--- src/rtl/rst_seq.sv ---
// rst_seq: staggered release of NCH reset domains with per-channel delayed enables; all outputs registered.
// A filtered sreq restarts the sequence; define RST_SEQ_REVERSE_EN to drain channels high-to-low instead of clearing at once.
module rst_seq #(
  parameter int NCH   = 4,
  parameter int HOLD  = 8,
  parameter int STAGE = 4,
  parameter int ENAD  = 2,
  parameter int FILT  = 3
) (
  input  logic           clk,
  input  logic           rst,
  input  logic           sreq,
  output logic [NCH-1:0] rst_n,
  output logic [NCH-1:0] ena,
  output logic           busy,
  output logic           done
);

  localparam int HW = $clog2(HOLD + 1);
  localparam int SW = $clog2(STAGE + 1);
  localparam int CW = $clog2(NCH + 1);
  localparam int FW = $clog2(FILT + 1);

  localparam logic [HW-1:0] HOLD_LAST  = HW'(HOLD - 1);
  localparam logic [SW-1:0] STAGE_LAST = SW'(STAGE - 1);
  localparam logic [CW-1:0] CH_LAST    = CW'(NCH - 1);
  localparam logic [FW-1:0] FILT_MAX   = FW'(FILT);

`ifdef RST_SEQ_REVERSE_EN
  typedef enum logic [1:0] {
    S_HOLD    = 2'd0,
    S_RELEASE = 2'd1,
    S_RUN     = 2'd2,
    S_DRAIN   = 2'd3
  } state_t;
`else
  typedef enum logic [1:0] {
    S_HOLD    = 2'd0,
    S_RELEASE = 2'd1,
    S_RUN     = 2'd2
  } state_t;
`endif

  state_t                     state_q, state_d;
  logic [HW-1:0]              hold_cnt_q, hold_cnt_d;
  logic [SW-1:0]              stg_cnt_q, stg_cnt_d;
  logic [CW-1:0]              ch_q, ch_d;
  logic [FW-1:0]              filt_cnt_q, filt_cnt_d;
  logic [NCH-1:0]             rst_n_q, rst_n_d;
  logic [NCH-1:0][ENAD-1:0]   sh_q, sh_d;
  logic                       done_q, done_d;
  logic                       busy_q, busy_d;
  logic                       req_act;
  logic                       req_fire;

  // Saturating request filter: active from the edge it reaches FILT until sreq drops.
  always_comb begin
    filt_cnt_d = filt_cnt_q;
    if (!sreq) begin
      filt_cnt_d = '0;
    end else if (filt_cnt_q != FILT_MAX) begin
      filt_cnt_d = filt_cnt_q + FW'(1);
    end
  end

  assign req_act  = (filt_cnt_d == FILT_MAX);
  assign req_fire = req_act && (filt_cnt_q != FILT_MAX);

  always_comb begin
    state_d    = state_q;
    hold_cnt_d = hold_cnt_q;
    stg_cnt_d  = stg_cnt_q;
    ch_d       = ch_q;
    rst_n_d    = rst_n_q;

    case (state_q)
      S_HOLD: begin
        if (req_act) begin
          hold_cnt_d = '0;
        end else if (hold_cnt_q == HOLD_LAST) begin
          hold_cnt_d = '0;
          stg_cnt_d  = '0;
          ch_d       = CW'(1);
          rst_n_d[0] = 1'b1;
          state_d    = (NCH == 1) ? S_RUN : S_RELEASE;
        end else begin
          hold_cnt_d = hold_cnt_q + HW'(1);
        end
      end

      S_RELEASE: begin
        if (stg_cnt_q == STAGE_LAST) begin
          stg_cnt_d = '0;
          for (int i = 0; i < NCH; i++) begin
            if (CW'(i) == ch_q) rst_n_d[i] = 1'b1;
          end
          ch_d = ch_q + CW'(1);
          if (ch_q == CH_LAST) state_d = S_RUN;
        end else begin
          stg_cnt_d = stg_cnt_q + SW'(1);
        end
      end

      S_RUN: begin
        state_d = S_RUN;
      end

`ifdef RST_SEQ_REVERSE_EN
      S_DRAIN: begin
        if (stg_cnt_q == STAGE_LAST) begin
          stg_cnt_d = '0;
          for (int i = 0; i < NCH; i++) begin
            if (CW'(i) == ch_q) rst_n_d[i] = 1'b0;
          end
          if (ch_q == '0) begin
            hold_cnt_d = '0;
            state_d    = S_HOLD;
          end else begin
            ch_d = ch_q - CW'(1);
          end
        end else begin
          stg_cnt_d = stg_cnt_q + SW'(1);
        end
      end
`endif

      default: begin
        state_d = S_HOLD;
      end
    endcase

`ifdef RST_SEQ_REVERSE_EN
    // A release scheduled for the firing edge is cancelled; the top channel goes down first.
    if (req_fire && (state_q != S_DRAIN)) begin
      rst_n_d          = rst_n_q;
      rst_n_d[NCH-1]   = 1'b0;
      stg_cnt_d        = '0;
      hold_cnt_d       = '0;
      if (NCH == 1) begin
        state_d = S_HOLD;
      end else begin
        ch_d    = CW'(NCH - 2);
        state_d = S_DRAIN;
      end
    end
`else
    if (req_fire) begin
      rst_n_d    = '0;
      hold_cnt_d = '0;
      stg_cnt_d  = '0;
      state_d    = S_HOLD;
    end
`endif
  end

  // Enable delay lines follow rst_n but clear on the same edge rst_n falls.
  always_comb begin
    sh_d = sh_q;
    for (int i = 0; i < NCH; i++) begin
      if (!rst_n_d[i]) begin
        sh_d[i] = '0;
      end else begin
        sh_d[i] = ENAD'({sh_q[i], rst_n_q[i]});
      end
    end
    done_d = (state_d == S_RUN) && sh_d[NCH-1][ENAD-1];
    busy_d = !done_d;
  end

  always_ff @(posedge clk) begin
    if (rst) begin
      state_q    <= S_HOLD;
      hold_cnt_q <= '0;
      stg_cnt_q  <= '0;
      ch_q       <= '0;
      filt_cnt_q <= '0;
      rst_n_q    <= '0;
      sh_q       <= '0;
      done_q     <= 1'b0;
      busy_q     <= 1'b1;
    end else begin
      state_q    <= state_d;
      hold_cnt_q <= hold_cnt_d;
      stg_cnt_q  <= stg_cnt_d;
      ch_q       <= ch_d;
      filt_cnt_q <= filt_cnt_d;
      rst_n_q    <= rst_n_d;
      sh_q       <= sh_d;
      done_q     <= done_d;
      busy_q     <= busy_d;
    end
  end

  always_comb begin
    ena = '0;
    for (int i = 0; i < NCH; i++) begin
      ena[i] = sh_q[i][ENAD-1];
    end
  end

  assign rst_n = rst_n_q;
  assign done  = done_q;
  assign busy  = busy_q;

endmodule

--- config.mk ---
export PLATFORM = sky130hd
export DESIGN_NAME = rst_seq
export DESIGN_NICKNAME = d
export VERILOG_FILES = /design/src/rtl/rst_seq.sv
export SDC_FILE = /design/constraint.sdc
export NUM_CORES = 1
export LEC_CHECK = 0
export BUFFER_PORTS_ARGS = -buffer_cell sky130_fd_sc_hd__buf_4
export CELL_PAD_IN_SITES_DETAIL_PLACEMENT = 0
export CELL_PAD_IN_SITES_GLOBAL_PLACEMENT = 1
export CORE_UTILIZATION = 45
export CTS_CLUSTER_SIZE = 25
export DETAILED_ROUTE_END_ITERATION = 6
export MAX_ROUTING_LAYER = met4
export PLACE_DENSITY = 0.79
export SETUP_SLACK_MARGIN = 0.1
export SYNTH_ARGS = -nofsm -noshare
export SYNTH_HDL_FRONTEND = slang
export SYNTH_SLANG_ARGS = --single-unit
--- constraint.sdc ---
create_clock -name clk -period 5.1 [get_ports clk]
set_clock_uncertainty 0.1 [all_clocks]
set_input_delay 0.51 -clock clk [delete_from_list [all_inputs] [get_ports clk]]
set_output_delay 0.51 -clock clk [all_outputs]
set_load 0.01 [all_outputs]
Word level (Yosys, flattened, before mapping). Index checks and enable logic that the tools add are counted.

Bits in registers: 28. Input port bits: 3. Output and inout bits: 10. Word-level logic and storage cells: 77.

Add/sub/neg operators: 4. Eq/ne operators: 14. Multiplexer cells: 29. Bitwise logic cells: 4. Reduce and logical (&&, ||, !) cells: 13.

Operator list (number): $mux 3 (7); $mux 2 (8); $mux 4 (4); $pmux 3 s2 (2); $reduce_or 2->1 (5); $ne 2x2->1 const B (4); $add 3x1->3 const B (2); $eq 2x2->1 const B (3); $eq 2x3->1 const A (2); $eq 3x2->1 const B (2); $mux 1 (6); $pmux 2 s3 (1); $add 4x1->4 const B (1); $eq 4x3->1 const B (1); $not 1->1 (4); $reduce_and 4->1 (1); $eq 1x3->1 const A (1); $logic_not 3->1 (1); $reduce_and 3->1 (1); $add 2x1->2 const B (1); $eq 2x1->1 const B (1); $logic_and 1x1->1 (2); $logic_not 2->1 (1); $pmux 1 s2 (1); 2 further kinds (2).

Logic depth before layout (Yosys ltp).
Word-level depth: 10. Depth in mapped cells: 6. Gate-level depth less buffers: 5.

Least setup slack after synthesis. OpenSTA, ideal clock, no wires.

Kind: flip-flop to flip-flop. Start point: register stg_cnt_q[0]. End point: register ch_q[2]. Library setup time: 70 ps. Arrival time: 1547 ps. Data required time: 4930 ps. Setup slack: 3383 ps. Stages on the path, launching flop included: 7. Path buffers: 1. Period minus slack after synthesis: 1717 ps. Cell sequence: dfxtp_1 -> ha_1 -> nor4bb_1 -> buf_4 -> a21oi_2 -> or4_1 -> a21oi_1.

Cells in the longest elaborated chain, start to end: 3.

Ends and longest elaborated chain: start: declaration (RTL line 46) `logic [SW-1:0] stg_cnt_q, stg_cnt_d;`; start signal: assignment (RTL line 184) `stg_cnt_q <= stg_cnt_d;`; $eq 3x2->1 (RTL line 92) `if (stg_cnt_q == STAGE_LAST) begin`; $ne 2x2->1 (no line); $reduce_and 4->1 (no line); end signal: assignment (RTL line 185) `ch_q <= ch_d;`; end: declaration (RTL line 47) `logic [CW-1:0] ch_q, ch_d;`.

No other way between the ends. A chain may end at the register's enable or synchronous reset.

Worst setup path in the final report. Same ends and word-level chain as after synthesis.

==> results.yml <==
run_status:
  status: "finished, final reports clean"
final_layout:
  fillers: 227
  finalCoreUtilization: 0.553
  nets: 145
  antennaDiodeCount: 0
  syn_to_final_growth_pct: 11.2
  drive_gt1_frac: 0.127
drt:
  drt_iter0_markers: 17
  first_pass_iters: 4
  via_per_inst: 5.36
  wl_um: 2090
  wl_met3_um: 64
  routedLengthMet1_um: 1100
  highest_layer: "met4"
  route.detailed.wl_per_inst_um: 12.9
  ant_nets: 0
  drc_errors: 0
  vias: 868
  wl_met2_um: 897
die:
  pin_count: 13
  die_y_um: 52.6
  dieArea_sq_um: 2770
  start_util: 0.498
  fp.dieW_um: 52.6
  core_area_sq_um: 2320
  placementRows: 17
yosys:
  ys_top_cells_by_area: "dfxtp_1, ha_1, nor2_1"
  synth_cell_types: 32
  synth_simple_gate_area_frac: 0.248
  synthXorXnorAreaFrac: 0
  synth-main-ff-cell: "dfxtp_1"
  synth.most_common_cell: "dfxtp_1"
  synth_adder_area_share: 0.0759
  synth_top_family_by_area: "simple AND/OR/NAND/NOR gates"
  synth_top_area_cell: "dfxtp_1"
  synthMuxAreaShare: 0
  netlist.area_leader.share: 0.486
  yosysWarnings: 0
  syn_area_per_cell_sq_um: 9.23
  yosys-top-cells-count: "dfxtp_1, nor2_1"
  synth_compound_area_frac: 0.134
  syn_area_sq_um: 1150
  synth-edff-count: 0
  syn_inst: 125
  synthArstFlopShare: 0
  syn_nets: 135
  synth_seq_cells: 28
  yosysSeqAreaShare: 0.486
pwr:
  p_per_area_nw_per_um2: 300
  power.leakage_nw: 0.532
  vdd_drop_max_mv: 0.220
clock_tree:
  hold_buffers: 0
  post_cts_buffers: 0
  cts_resized: 0
  cts_buffer_depth: 2
  cts_tree: "done"
  root_buffer: "clkbuf_4"
  cts.sinks: 28
  clkTransAtPathRegs_ps: 150
  cts_made_buffers: 3
  clock_latency_ps: 330
  htree_levels: 1
global_route:
  grt_max_degree: 17
  grt_pass1_wl_um: 3530
  grt_overflow_total: 0
  grt_usage: 0.179
  antenna_found_initial: 0
  grt_pass1_vias: 815
placement:
  dpl.hpwl_um: 1470
  place_congestion: 0.761
  io_buffer_count: 12
critical_path:
  crit_path_start_kind: "flip-flop"
  arrival_ps: 2620
  cp_max_fo: 7
  crit_required_ps: 5270
  end_kind: "flip-flop"
  path_class: "reg2reg"
sta:
  rsz0062_at_grt: "false"
  period_minus_slack_ps: 2450
  relSlewSlack: 0.181
  setup_tns_ps: 0
  setup-violations-final: 0
  fmax_mhz: 408
  drv_slew: 0
  final_hold_viol_count: 0
  worst_pin_slew_ps: 1210
  fin_crit_sh: 0.480
min_path:
  hp-class: "in2reg"
flow_run:
  cap_violations: 0
[layout by cell type (no fill, tap or decap)]
master | synthesis | layout
dfxtp_1 | 28 | 28
nor2_1 | 18 | 18
buf_4 | 6 | 12
nand2_1 | 7 | 7
a21oi_1 | 7 | 7
and2_1 | 7 | 7
ha_1 | 7 | 7
a31oi_1 | 6 | 6
nand3_1 | 5 | 5
inv_1 | 4 | 4
nand2b_1 | 3 | 3
nor2b_1 | 3 | 3
clkbuf_4 | 0 | 3
a21o_1 | 2 | 2
nand3b_1 | 2 | 2
o21ai_0 | 2 | 2
nor3_1 | 2 | 2
o21bai_1 | 1 | 1
nor4bb_1 | 1 | 1
and3b_1 | 1 | 1
nor3b_1 | 1 | 1
and3_1 | 1 | 1
a211oi_1 | 1 | 1
a311oi_1 | 1 | 1
or2_1 | 1 | 1
a22oi_1 | 1 | 1
a32oi_1 | 1 | 1
a21oi_2 | 1 | 1
nand4_1 | 1 | 1
a221oi_1 | 1 | 1
and4_1 | 1 | 1
or4_1 | 1 | 1
bufinv_16 | 0 | 1
[path summary, 6_finish.rpt]
kind | startpoint | endpoint | slack, ps | depth (start not counted)
worst min register to register | sh_q[6]$_SDFF_PP0_ | busy$_SDFF_PP1_ | 330 | 1
worst min-delay path | rst | ch_q[2]$_SDFFE_PP0P_ | 280 | 2
worst max register to register | stg_cnt_q[0]$_SDFFE_PP0P_ | ch_q[2]$_SDFFE_PP0P_ | 2650 | 5
worst max-delay path | stg_cnt_q[0]$_SDFFE_PP0P_ | ch_q[2]$_SDFFE_PP0P_ | 2650 | 5
[critical path: stages, from the launching register on]
cell      delay [ps]
dfxtp_1          380
ha_1             180
nor4bb_1        1020
a21oi_2           50
or4_1            510
a21oi_1          140
[report_power, final]
part	leakage [nW]	internal [mW]	switching [mW]
Clock	0.0279	0.0795	0.0656
Combinational	0.278	0.00610	0.00839
Sequential	0.226	0.222	0.00326
[final cells by class]
type | count | area [sq um] | share of cell area
clock buffer | 3 | 22.5 | 0.0176
clock inverter | 1 | 30.0 | 0.0234
inverter | 4 | 15.0 | 0.0117
multi-input combinational | 86 | 529 | 0.413
sequential | 28 | 561 | 0.437
tap | 28 | 35.0 | 0.0273
timing repair buffer | 12 | 90.1 | 0.0702
[metrics by stage]
step | area, sq um | total power, mW | hold slack [ps] | worst slack (ps) | std cells
after floorplan | 1150 | 0.240 | 272 | 3380 | 125
after global placement | 1230 | 0.244 | 294 | 2760 | 158
after detailed placement | 1230 | 0.245 | 300 | 2710 | 158
after CTS | 1280 | 0.390 | 265 | 2680 | 162
after global routing | 1280 | 0.399 | 265 | 2500 | 162
final | 1280 | 0.385 | 276 | 2650 | 162
[logic make-up (layout without fill, tap and decap cells)]
logic type               after synthesis  in the layout
adder cells (fa/ha/maj)                7              7
flip-flops                            28             28
AO/OA/AOI/OAI                         24             24
buffers and inverters                 11             20
AND/OR/NAND/NOR                       55             55
[state kept, by name, indices dropped and copies added (netlist names)]
name and count:
hold_cnt_q 4, done 1, busy 1, state_q 2, ena 4, ch_q 3, sh_q 4, filt_cnt_q 2
rst_n 4, stg_cnt_q 3
[routing by layer]
| layer | vias up | track usage |
|---|---|---|
| met4 | 0 | 0.0789 |
| li1 | 449 | - |
| met2 | 16 | 0.274 |
| met1 | 398 | 0.233 |
| met5 | - | - |
| met3 | 5 | 0.0261 |
Power figures use the tool's default switching activity.
